--- src/rtl/accel_op_scheduler.sv ---
`default_nettype none
// ============================================================================
// Module      : accel_op_scheduler
// Description : In-order command scheduler for the accelerator compute
//               engines (matmul, norm, activation). Commands are buffered in
//               a small FIFO and dispatched one at a time over a start/done
//               handshake. A watchdog flags an engine that never completes.
// Ports       :
//   clk, rst                 clock, synchronous active-high reset
//   cmd_valid/ready/op/cfg   command push interface (op 0=MATMUL 1=NORM
//                            2=ACT 3=BARRIER)
//   mm_start / mm_done       matmul engine handshake
//   norm_start / norm_done   norm engine handshake
//   act_start / act_done     activation engine handshake
//   eng_cfg                  config word of the op being executed
//   busy                     scheduler active or commands pending
//   err_timeout, err_clear   sticky watchdog error and its clear/flush
//   ops_completed            retired-op counter (wraps)
// Revision    : 1.0 - initial release
// ============================================================================
module accel_op_scheduler #(
    parameter int FIFO_DEPTH  = 4,
    parameter int CFG_W       = 16,
    parameter int TIMEOUT_CYC = 1024,
    parameter int CNT_W       = 16
) (
    input  logic             clk,
    input  logic             rst,
    input  logic             cmd_valid,
    output logic             cmd_ready,
    input  logic [1:0]       cmd_op,
    input  logic [CFG_W-1:0] cmd_cfg,
    output logic             mm_start,
    input  logic             mm_done,
    output logic             norm_start,
    input  logic             norm_done,
    output logic             act_start,
    input  logic             act_done,
    output logic [CFG_W-1:0] eng_cfg,
    output logic             busy,
    output logic             err_timeout,
    input  logic             err_clear,
    output logic [CNT_W-1:0] ops_completed
);

    localparam int c_ADDR_W = (FIFO_DEPTH > 1) ? $clog2(FIFO_DEPTH) : 1;
    localparam int c_WD_W   = (TIMEOUT_CYC > 1) ? $clog2(TIMEOUT_CYC) : 1;

    localparam logic [c_ADDR_W:0] c_DEPTH   = (c_ADDR_W+1)'(FIFO_DEPTH);
    localparam logic [c_WD_W-1:0] c_WD_LAST = c_WD_W'(TIMEOUT_CYC - 1);

    localparam logic [1:0] c_OP_MATMUL  = 2'd0;
    localparam logic [1:0] c_OP_NORM    = 2'd1;
    localparam logic [1:0] c_OP_ACT     = 2'd2;
    localparam logic [1:0] c_OP_BARRIER = 2'd3;

    typedef enum logic [1:0] {
        ST_IDLE  = 2'd0,
        ST_ISSUE = 2'd1,
        ST_WAIT  = 2'd2,
        ST_ERROR = 2'd3
    } state_t;

    state_t r_state;
    state_t w_state_nxt;

    // ------------------------------------------------------------------
    // Command FIFO storage and bookkeeping
    // ------------------------------------------------------------------
    logic [1:0]        r_op_mem  [FIFO_DEPTH];
    logic [CFG_W-1:0]  r_cfg_mem [FIFO_DEPTH];
    logic [c_ADDR_W-1:0] r_wr_ptr;
    logic [c_ADDR_W-1:0] r_rd_ptr;
    logic [c_ADDR_W:0]   r_count;
    logic [c_ADDR_W:0]   w_count_nxt;
    logic                r_full;
    logic                w_empty;
    logic                w_push;
    logic [1:0]          w_head_op;
    logic [CFG_W-1:0]    w_head_cfg;

    // Control strobes produced by the FSM decode
    logic w_pop;
    logic w_retire;
    logic w_timeout;
    logic w_flush;
    logic w_sel_done;

    // Execution state
    logic [1:0]        r_cur_op;
    logic [CFG_W-1:0]  r_eng_cfg;
    logic [c_WD_W-1:0] r_wd;
    logic              r_err;
    logic [CNT_W-1:0]  r_ops;
    logic              r_mm_start;
    logic              r_norm_start;
    logic              r_act_start;

    assign w_empty    = (r_count == '0);
    assign cmd_ready  = !r_full && (r_state != ST_ERROR);
    assign w_push     = cmd_valid && cmd_ready;
    assign w_head_op  = r_op_mem[r_rd_ptr];
    assign w_head_cfg = r_cfg_mem[r_rd_ptr];

    // Only the done of the engine owning the current op may retire it.
    always_comb begin
        w_sel_done = 1'b0;
        case (r_cur_op)
            c_OP_MATMUL: w_sel_done = mm_done;
            c_OP_NORM:   w_sel_done = norm_done;
            c_OP_ACT:    w_sel_done = act_done;
            default:     w_sel_done = 1'b0;
        endcase
    end

    // ------------------------------------------------------------------
    // FSM: state register
    // ------------------------------------------------------------------
    always_ff @(posedge clk) begin
        if (rst) begin
            r_state <= ST_IDLE;
        end else begin
            r_state <= w_state_nxt;
        end
    end

    // ------------------------------------------------------------------
    // FSM: next state and control strobes
    // ------------------------------------------------------------------
    always_comb begin
        w_state_nxt = r_state;
        w_pop       = 1'b0;
        w_retire    = 1'b0;
        w_timeout   = 1'b0;
        w_flush     = 1'b0;
        case (r_state)
            ST_IDLE: begin
                if (!w_empty) begin
                    w_pop       = 1'b1;
                    w_state_nxt = ST_ISSUE;
                end
            end
            ST_ISSUE: begin
                if (r_cur_op == c_OP_BARRIER) begin
                    w_retire    = 1'b1;
                    w_state_nxt = ST_IDLE;
                end else begin
                    w_state_nxt = ST_WAIT;
                end
            end
            ST_WAIT: begin
                // A done arriving on the last allowed cycle still retires.
                if (w_sel_done) begin
                    w_retire    = 1'b1;
                    w_state_nxt = ST_IDLE;
                end else if (r_wd == c_WD_LAST) begin
                    w_timeout   = 1'b1;
                    w_state_nxt = ST_ERROR;
                end
            end
            ST_ERROR: begin
                if (err_clear) begin
                    w_flush     = 1'b1;
                    w_state_nxt = ST_IDLE;
                end
            end
            default: begin
                w_state_nxt = ST_IDLE;
            end
        endcase
    end

    // ------------------------------------------------------------------
    // FIFO occupancy
    // ------------------------------------------------------------------
    always_comb begin
        w_count_nxt = r_count;
        if (w_flush) begin
            w_count_nxt = '0;
        end else if (w_push && !w_pop) begin
            w_count_nxt = r_count + 1'b1;
        end else if (!w_push && w_pop) begin
            w_count_nxt = r_count - 1'b1;
        end
    end

    always_ff @(posedge clk) begin
        if (rst) begin
            r_wr_ptr <= '0;
            r_rd_ptr <= '0;
            r_count  <= '0;
            r_full   <= 1'b0;
        end else begin
            r_count <= w_count_nxt;
            r_full  <= (w_count_nxt == c_DEPTH);
            if (w_flush) begin
                r_wr_ptr <= '0;
                r_rd_ptr <= '0;
            end else begin
                if (w_push) begin
                    r_wr_ptr <= r_wr_ptr + 1'b1;
                end
                if (w_pop) begin
                    r_rd_ptr <= r_rd_ptr + 1'b1;
                end
            end
        end
    end

    // Payload storage needs no reset: entries are only read once counted.
    always_ff @(posedge clk) begin
        if (w_push) begin
            r_op_mem[r_wr_ptr]  <= cmd_op;
            r_cfg_mem[r_wr_ptr] <= cmd_cfg;
        end
    end

    // ------------------------------------------------------------------
    // Current op, engine config and start pulses
    // ------------------------------------------------------------------
    // Starts are registered off the pop so they are high exactly during
    // the ISSUE cycle; a barrier pop raises none of them.
    always_ff @(posedge clk) begin
        if (rst) begin
            r_cur_op     <= c_OP_MATMUL;
            r_eng_cfg    <= '0;
            r_mm_start   <= 1'b0;
            r_norm_start <= 1'b0;
            r_act_start  <= 1'b0;
        end else begin
            r_mm_start   <= w_pop && (w_head_op == c_OP_MATMUL);
            r_norm_start <= w_pop && (w_head_op == c_OP_NORM);
            r_act_start  <= w_pop && (w_head_op == c_OP_ACT);
            if (w_pop) begin
                r_cur_op  <= w_head_op;
                r_eng_cfg <= w_head_cfg;
            end
        end
    end

    // ------------------------------------------------------------------
    // Watchdog, sticky error and retired-op counter
    // ------------------------------------------------------------------
    always_ff @(posedge clk) begin
        if (rst) begin
            r_wd  <= '0;
            r_err <= 1'b0;
            r_ops <= '0;
        end else begin
            if (r_state == ST_ISSUE) begin
                r_wd <= '0;
            end else if ((r_state == ST_WAIT) && !w_sel_done && !w_timeout) begin
                r_wd <= r_wd + 1'b1;
            end

            if (w_timeout) begin
                r_err <= 1'b1;
            end else if (w_flush) begin
                r_err <= 1'b0;
            end

            if (w_retire) begin
                r_ops <= r_ops + 1'b1;
            end
        end
    end

    assign mm_start      = r_mm_start;
    assign norm_start    = r_norm_start;
    assign act_start     = r_act_start;
    assign eng_cfg       = r_eng_cfg;
    assign err_timeout   = r_err;
    assign ops_completed = r_ops;
    assign busy          = (r_state != ST_IDLE) || !w_empty;

endmodule
`default_nettype wire

--- config.mk ---
export PLATFORM = sky130hd
export DESIGN_NAME = accel_op_scheduler
export DESIGN_NICKNAME = d
export VERILOG_FILES = /design/src/rtl/accel_op_scheduler.sv
export SDC_FILE = /design/constraint.sdc
export NUM_CORES = 1
export LEC_CHECK = 0
export BUFFER_PORTS_ARGS = -buffer_cell sky130_fd_sc_hd__buf_2
export CAP_MARGIN = 10
export CORE_ASPECT_RATIO = 1.25
export CORE_MARGIN = 2
export CORE_UTILIZATION = 55
export CTS_BUF_LIST = sky130_fd_sc_hd__clkbuf_4 sky130_fd_sc_hd__clkbuf_8
export CTS_CLUSTER_DIAMETER = 30
export DETAILED_ROUTE_END_ITERATION = 16
export PLACE_DENSITY_LB_ADDON = 0.15
export SYNTH_ARGS = -nofsm -noshare
export SYNTH_HDL_FRONTEND = slang
export SYNTH_SLANG_ARGS = --single-unit
--- constraint.sdc ---
create_clock -name clk -period 2.3 [get_ports clk]
set_input_delay 0.115 -clock clk [delete_from_list [all_inputs] [get_ports clk]]
set_output_delay 0.115 -clock clk [all_outputs]
set_load 0.005 [all_outputs]
Word level (Yosys, flattened, before mapping)
Memory sizes are Yosys's and may differ from the RTL's. A register that Yosys moved wholly into a read port is not among the register bits.
Cells that the tools add are included.
{ "totals": {"mem_bits_ro": 0, "latch_bits": 0, "ff_bits": 42, "inputBits": 25, "ramBits": 72, "out_inout_bits": 38, "wordCells": 85, "memories": 2} }
{ "op_classes": {"n_shift": 0, "div": 0, "mux": 26, "bitwise": 0, "eq_ne": 14, "multipliers": 0, "n_addsub": 6, "n_reduce_logical": 25, "order_cmp": 0} }
{ "mem_list": {"columns": ["memory", "depth", "width", "read_ports", "rd_ports_with_merged_regs", "wr", "line", "text"], "rows": [
  ["r_cfg_mem", 4, 16, 1, 1, 1, "71", "logic [CFG_W-1:0] r_cfg_mem [FIFO_DEPTH];"],
  ["r_op_mem", 4, 2, 1, 1, 1, "70", "logic [1:0] r_op_mem [FIFO_DEPTH];"]
]} }
{ "op_table": {"columns": ["op", "count"], "rows": [
  ["16-bit by 1-bit adder with 16-bit output, second input constant", 1],
  ["2-bit two-way mux", 7],
  ["1-bit two-way mux", 13],
  ["10-bit by 1-bit adder with 10-bit output, second input constant", 1],
  ["10-bit == test, second input constant", 1],
  ["2-bit == test, second input constant", 5],
  ["1-bit logical AND", 9],
  ["3-bit two-way mux", 3],
  ["2-bit one-hot mux with 4 select lines", 1],
  ["2-bit by 1-bit == test with 1-bit output, second input constant", 3],
  ["1-bit zero test", 6],
  ["2-bit zero test", 3],
  ["2-bit inequality test, second input constant", 3],
  ["2-bit by 1-bit adder with 2-bit output, second input constant", 2],
  ["2-bit nonzero test", 2],
  ["2-bit OR reduction", 2],
  ["3-bit by 1-bit adder with 3-bit output, second input constant", 1],
  ["3-bit == test, second input constant", 1],
  ["3-bit zero test", 1],
  ["3-bit inequality test, second input constant", 1],
  ["1-bit one-hot mux with 3 select lines", 1],
  ["3-bit AND reduction", 1],
  ["3-bit by 1-bit subtractor with 3-bit output, second input constant", 1],
  ["1-bit one-hot mux with 2 select lines", 1],
  ["1-bit logical OR", 1]
]} }

Logic depth before layout (Yosys ltp)
Gate-level depths: netlist of the first run.
{ "depth": {"ltp_word": 9, "depth_mapped": 8, "mapped_depth_nobuf": 6} }

Worst setup path after synthesis of the first run
OpenSTA, ideal clock, no wires.
{ "synth_path": {"kind": "register -> register", "startpoint": "reg r_state[0]", "endpoint": "mem r_cfg_mem[0][0], enable pin", "setup_slack_ns": 0.411, "path_buffers": 0, "setup_ns": 0.376, "arrival_time_ns": 1.513, "stages_incl_launch_ff": 4, "path_cell_list": "dfxtp_1 > ha_1 > nor3b_2 > and2_1"} }
{ "synth_between": {"elab_chain_cells": 5} }
{ "synth_rtl": {"columns": ["item", "line", "text"], "rows": [
  ["start, declared", "64", "state_t r_state;"],
  ["start signal, assigned", "123", "r_state <= w_state_nxt;"],
  ["2-bit inequality test", "100", "assign cmd_ready = !r_full && (r_state != ST_ERROR);"],
  ["1-bit logical AND", "100", null],
  ["1-bit logical AND", "101", "assign w_push = cmd_valid && cmd_ready;"],
  ["1-bit two-way mux", "212", "if (w_push) begin"],
  ["1-bit two-way mux (not written as such)", "214", "r_cfg_mem[r_wr_ptr] <= cmd_cfg;"],
  ["end, declared", "71", null]
]} }
Every way passes these cells.

Worst setup path in the final report of the first run
{ "layout_path": {"startpoint": "reg r_cur_op[0]", "endpoint": "reg r_wd[8]"} }
{ "layout_between": {"elab_chain_cells": 6, "word_cells_on_any_way": 10} }
{ "layout_rtl": {"columns": ["item", "line", "text"], "rows": [
  ["start, declared", "90", "logic [1:0] r_cur_op;"],
  ["start signal, assigned", "225", "r_cur_op <= c_OP_MATMUL;"],
  ["start signal, assigned", "235", "r_cur_op <= w_head_op;"],
  ["2-bit == test, or another cell as far along", "108", "case (r_cur_op)"],
  ["1-bit one-hot mux with 3 select lines *", "108", null],
  ["1-bit two-way mux", "153", "if (w_sel_done) begin"],
  ["1-bit two-way mux", "136", "case (r_state)"],
  ["1-bit zero test", "252", "end else if ((r_state == ST_WAIT) && !w_sel_done && !w_timeout) begin"],
  ["1-bit logical AND *", "252", null],
  ["end signal, assigned", "253", "r_wd <= r_wd + 1'b1;"],
  ["end, declared", "92", "logic [c_WD_W-1:0] r_wd;"]
]} }
Every way passes the cells marked *; elsewhere a longest branch is shown, timed or not.
A chain may end at the register's enable or synchronous reset.

==> impl_metrics.json, run 1 <==
{
  "wl_met3_um": 540,
  "coreArea_um2": 9660,
  "fin_ws_ns": 0.252,
  "grt_max_degree": 34,
  "synth_cell_types": 49,
  "ys_warn_count": 0,
  "syn_nets": 473,
  "max_slew_margin_pct": 42.5,
  "vias": 3765,
  "grtUsageTotal_pct": 21.4,
  "clock-root-buffer": "clkbuf_8",
  "htree_levels": 4,
  "setup_viol": 0,
  "drc": 0,
  "nFillCells": 710,
  "maxSlewViolCount": 0,
  "leakagePower_nw": 2.43,
  "fin_crit_ns": 2.05,
  "ys_seq_area_share_pct": 61.3,
  "viasPerCell": 5.67,
  "die-area_um2": 10800,
  "synth_edf_count": 72,
  "wl_um": 10700,
  "pre_cts_slack_ns": 0.244,
  "finalSetupTns_ns": 0,
  "avgSynthCellArea_um2": 12.6,
  "hold_viol": 0,
  "drive_gt1_share_pct": 25.3,
  "synth_ff_type": "edfxtp_1",
  "worstReg2RegStart": "r_cur_op[0]",
  "utilization_pct": 68.4,
  "synth_cells": 435,
  "overflow": 0,
  "path_class": "reg2reg",
  "dp_hpwl_um": 7130,
  "yosys.area.top_type": "edfxtp_1",
  "placed_cell_area_um2": 6000,
  "fmax_mhz": 488,
  "insertion_delay_ns": 0.43,
  "mostFrequentLayoutCells": "72 x edfxtp_1, 62 x buf_2, 60 x dfxtp_1, 52 x nand2_1, 38 x a21oi_1",
  "cp_cell_sequence": "mux2i_1 -> o211ai_1 -> or4_1 -> and3_1",
  "initial_utilization_pct": 56.8,
  "grt_pass1_vias": 3654,
  "ys_ff_latch": 132,
  "wl_met2_um": 5490,
  "ir_drop_v": 0.000699,
  "rsz0062_at_grt": "false",
  "worst_slew_pin_slew_ns": 0.858,
  "ant_nets": 0,
  "maxCapViolations": 0,
  "synth_top_area_share_pct": 39.4,
  "min_path_type": "in2reg",
  "io_buffers": 62,
  "crit_required_ns": 2.63,
  "cp-startpoint": "r_cur_op[0]",
  "crit_path_top_delay_cell": "or4_1",
  "drt-met1-wl_um": 4570,
  "rows": 40,
  "n_antenna_cell": 0,
  "synth_area_leaders": "edfxtp_1 39%, dfxtp_1 22%, mux4_2 7.4%, nand2_1 3.6%, a21oi_1 3.5%",
  "die_h_um": 116,
  "start_kind": "flip-flop",
  "arrival_ns": 2.37,
  "post-cts-setup-buffers": 0,
  "path_clk_slew_ns": 0.08,
  "gp_congestion": 0.795,
  "routed.top_layer": "met4",
  "finClkSkew_ns": 0.00985,
  "postSynth.asyncResetShare_pct": 0,
  "cts-buffers-inserted": 17,
  "power_density_nw_per_um2": 1050,
  "cp_max_fo": 13,
  "clock-sinks": 132,
  "die_w_um": 93.3,
  "grt_first_pass_wirelength_um": 17700,
  "stdcell_area_um2": 6600,
  "nNetsFinal": 563,
  "status": "finished, final reports clean",
  "avgRoutedWirePerCell_um": 16.2,
  "drt_iter0_markers": 104,
  "hp-start": "err_clear",
  "antenna_found_initial": 0,
  "cp-end-kind": "flip-flop",
  "syn2layout_area_growth_pct": 20.4,
  "cts_buffer_depth": 2,
  "dr.pass1.iters": 4,
  "period_share_pct": 89.1,
  "netlist_area_um2": 5490,
  "dpl.cell_count": 614,
  "ios": 63,
  "max_stage_delay_ns": 0.58,
  "fin_cells": 664,
  "cts_tree": "built",
  "final_common_cell": "edfxtp_1"
}
synthesized netlist by cell type, types with 4 or more instances:
master and number:
a21oi_1 38, and2_1 6, and4_1 6, buf_1 4, buf_2 6, clkbuf_1 10
dfxtp_1 60, edfxtp_1 72, ha_1 13, inv_1 11, mux2_2 6, mux4_2 18
nand2_1 52, nand3_1 10, nand4_1 7, nor2_1 16, nor2b_1 8, nor3_1 5
nor4_1 6, o21ai_0 11, o31ai_1 12, or3_1 4, or4_1 14
per-layer routing:
layer | vias up | global-route usage [%]
met5 | - | 0
met4 | 0 | 6.86
met3 | 10 | 5.07
met2 | 103 | 37.4
met1 | 1818 | 26.4
li1 | 1834 | -
stage by stage:
stage               hold WS, ns  total power, mW
detailed placement        0.329             5.00
global placement          0.325             4.93
finish                   0.0494             6.96
global route             0.0431             7.37
floorplan                 0.214             4.31
CTS                      0.0337             7.03
sequential cells by signal (all words and copies together) (netlist names), named ones only:
register	count
act_start	1
eng_cfg	16
err_timeout	1
mm_start	1
norm_start	1
ops_completed	16
r_cfg_mem	64
r_count	3
r_cur_op	2
r_full	1
r_op_mem	8
r_rd_ptr	2
r_state	2
r_wd	10
r_wr_ptr	2
critical path: cells and delay by family, from the launching register on:
family | cells | cell delay, ns
DFF | 1 | 0.44
muxes | 1 | 0.36
AOI/OAI and AO/OA | 1 | 0.38
and+or+nand+nor | 2 | 0.77
power by group:
group	internal, mW	switching, mW
sequential	2.87	0.191
combinational	0.802	1.07
clock	1.02	1.01
final timing paths:
check,slack (ns),end,depth (start not counted)
worst max-delay path,0.25,r_wd[8],4
worst min-delay path,0.05,err_timeout,4
worst max register to register,0.25,r_wd[8],4
worst min register to register,0.46,eng_cfg[15],2
timing repair:
item | CTS | global route
endpoints found under the hold margin | 72 | 0
hold buffers | 18 | 0
resized for setup | 0 | 0
cell families (layout without fill, tap and decap cells):
kind of cell | Yosys count | after routing | share of synthesized area, %
AOI/OAI and AO/OA | 78 | 78 | 8.83
xor gates and xnor gates | 3 | 3 | 0.479
adders and majority gates | 13 | 13 | 2.96
buffers and inverters | 32 | 135 | 2.46
DFF | 132 | 132 | 61.3
muxes | 27 | 27 | 9.17
and+or+nand+nor | 150 | 150 | 14.8
cell type report:
type | count | area (um^2) | area share [%]
Sequential cell | 132 | 3360 | 50.9
Multi-Input combinational cell | 271 | 1990 | 30.1
Timing Repair Buffer | 92 | 631 | 9.55
Clock buffer | 17 | 234 | 3.54
Clock inverter | 15 | 189 | 2.86
Tap cell | 126 | 158 | 2.39
Inverter | 11 | 41.3 | 0.625
(Power assumes the default switching activity.)
==> run 2: changes to the inputs <==
- CTS_BUF_LIST: sky130_fd_sc_hd__clkbuf_4 sky130_fd_sc_hd__clkbuf_8 -> not set
==> impl_metrics.json, run 2 (synthesized netlist as in run 1, its figures left out) <==
{
  "status": "finished, final reports clean",
  "fmax_mhz": 488,
  "reg2reg_to": "r_wd[8]",
  "post-cts-setup-buffers": 0,
  "ios": 63,
  "viasPerCell": 5.75,
  "arrival_ns": 2.35,
  "rows": 40,
  "rsz0062_at_grt": "false",
  "hold_viol": 0,
  "clock-sinks": 132,
  "cts-buffers-inserted": 17,
  "power_density_nw_per_um2": 1140,
  "cts_resized": 0,
  "dr.pass1.iters": 4,
  "drive_gt1_share_pct": 25.3,
  "grtUsageTotal_pct": 22.6,
  "cts_tree": "built",
  "largest_register_ffs": 64,
  "nNetsFinal": 563,
  "final_common_cell": "edfxtp_1",
  "path_class": "reg2reg",
  "leakagePower_nw": 2.52,
  "finClkSkew_ns": 0.00852,
  "wl_um": 11300,
  "die-area_um2": 10800,
  "syn2layout_area_growth_pct": 23.9,
  "start_kind": "flip-flop",
  "dpl.cell_count": 614,
  "n_antenna_cell": 0,
  "worst_slew_pin_slew_ns": 0.862,
  "holdPathStages": 4,
  "fin_crit_ns": 2.05,
  "die_w_um": 93.3,
  "dp_hpwl_um": 7130,
  "grt_first_pass_wirelength_um": 18500,
  "avgRoutedWirePerCell_um": 17.1,
  "grt_pass1_vias": 3787,
  "clock-root-buffer": "clkbuf_16",
  "cp_max_fo": 13,
  "finalSetupTns_ns": 0,
  "hold_end": "err_timeout",
  "io_buffers": 62,
  "ant_nets": 0,
  "grt_max_degree": 34,
  "drt_iter0_markers": 179,
  "antenna_found_initial": 0,
  "hp-start": "err_clear",
  "setup_viol": 0,
  "mostFrequentLayoutCells": "72 x edfxtp_1, 62 x buf_2, 60 x dfxtp_1, 52 x nand2_1, 38 x a21oi_1",
  "coreArea_um2": 9660,
  "vias": 3818,
  "top_register": "r_cfg_mem",
  "drc": 0,
  "worstRegToRegCells": 4,
  "cts_buffer_depth": 2,
  "max_slew_margin_pct": 42.3,
  "utilization_pct": 70.3,
  "path_clk_slew_ns": 0.06,
  "ir_drop_v": 0.000641,
  "initial_utilization_pct": 56.8,
  "insertion_delay_ns": 0.41,
  "htree_levels": 4,
  "crit_required_ns": 2.60,
  "hold_ws_ns": 0.0721,
  "worstReg2RegStart": "r_cur_op[0]",
  "period_share_pct": 89.1,
  "regToRegSetupSlack_ns": 0.25,
  "fin_cells": 664,
  "min_path_type": "in2reg",
  "gp_congestion": 0.795,
  "cp-end-kind": "flip-flop",
  "overflow": 0,
  "die_h_um": 116,
  "maxCapViolations": 0,
  "maxSlewViolCount": 0
}
[run 2: cell types whose count changed in the layout (fill, tap and decap cells not counted)]
cell / previous run / this run
clkbuf_16: 0 / 17
clkbuf_8: 17 / 0
[run 2: stage by stage]
| stage | total power, mW | setup slack, ns | instance area [um^2] |
|---|---|---|---|
| after floorplan | 4.31 | 0.411 | 5490 |
| after CTS | 7.79 | 0.224 | 6800 |
| after detailed placement | 5.00 | 0.244 | 6000 |
| after global routing | 8.12 | 0.0254 | 6800 |
| after global placement | 4.93 | 0.400 | 6000 |
| final | 7.73 | 0.251 | 6800 |
[run 2: repair_timing]
item                                    in CTS  in global routing
hold buffers                                18                  0
endpoints found under the setup margin       0                  0
endpoints found under the hold margin       72                  0
[run 2: worst max-delay path, cell delays in order, from the launching register on]
cell,delay [ns]
dfxtp_1,0.43
mux2i_1,0.36
o211ai_1,0.38
or4_1,0.58
and3_1,0.19
[run 2: where the power goes]
| part | total, mW | leakage [nW] | internal [mW] | switching, mW |
|---|---|---|---|---|
| Clock | 2.74 | 0.302 | 1.65 | 1.09 |
| Sequential | 3.08 | 1.15 | 2.87 | 0.202 |
| Combinational | 1.91 | 1.07 | 0.803 | 1.10 |
| Total | 7.73 | 2.52 | 5.33 | 2.40 |
[run 2: final cells by class]
cell class,instances,area [um^2]
well taps,126,158
flip-flops and latches,132,3360
fillers,677,2860
repair buffers,92,631
inverters,11,41.3
multi-input cells,271,1990
clock buffers,17,425
clock inverters,15,189
[run 2: how the worst max path moves through the flow]
stage	endpoint	startpoint	depth (start not counted)	slack [ns]
4_1_cts	r_wd[8]	r_cur_op[0]	4	0.22
3_5_place_dp	r_wd[8]	r_cur_op[0]	4	0.24
2_1_floorplan	r_cfg_mem[0][0]	r_state[0]	3	0.41
3_3_place_gp	r_wd[8]	r_cur_op[0]	4	0.40
5_1_grt	r_state[0]	r_cur_op[0]	4	0.03
6_report	r_wd[8]	r_cur_op[0]	4	0.25
[run 2: metal layers]
layer	vias to the layer above	track usage [%]	wire length, um
met5	-	0	0
met4	0	8.92	117
met3	9	5.79	618
met2	116	39.7	6070
met1	1862	26.8	4540
li1	1831	-	-
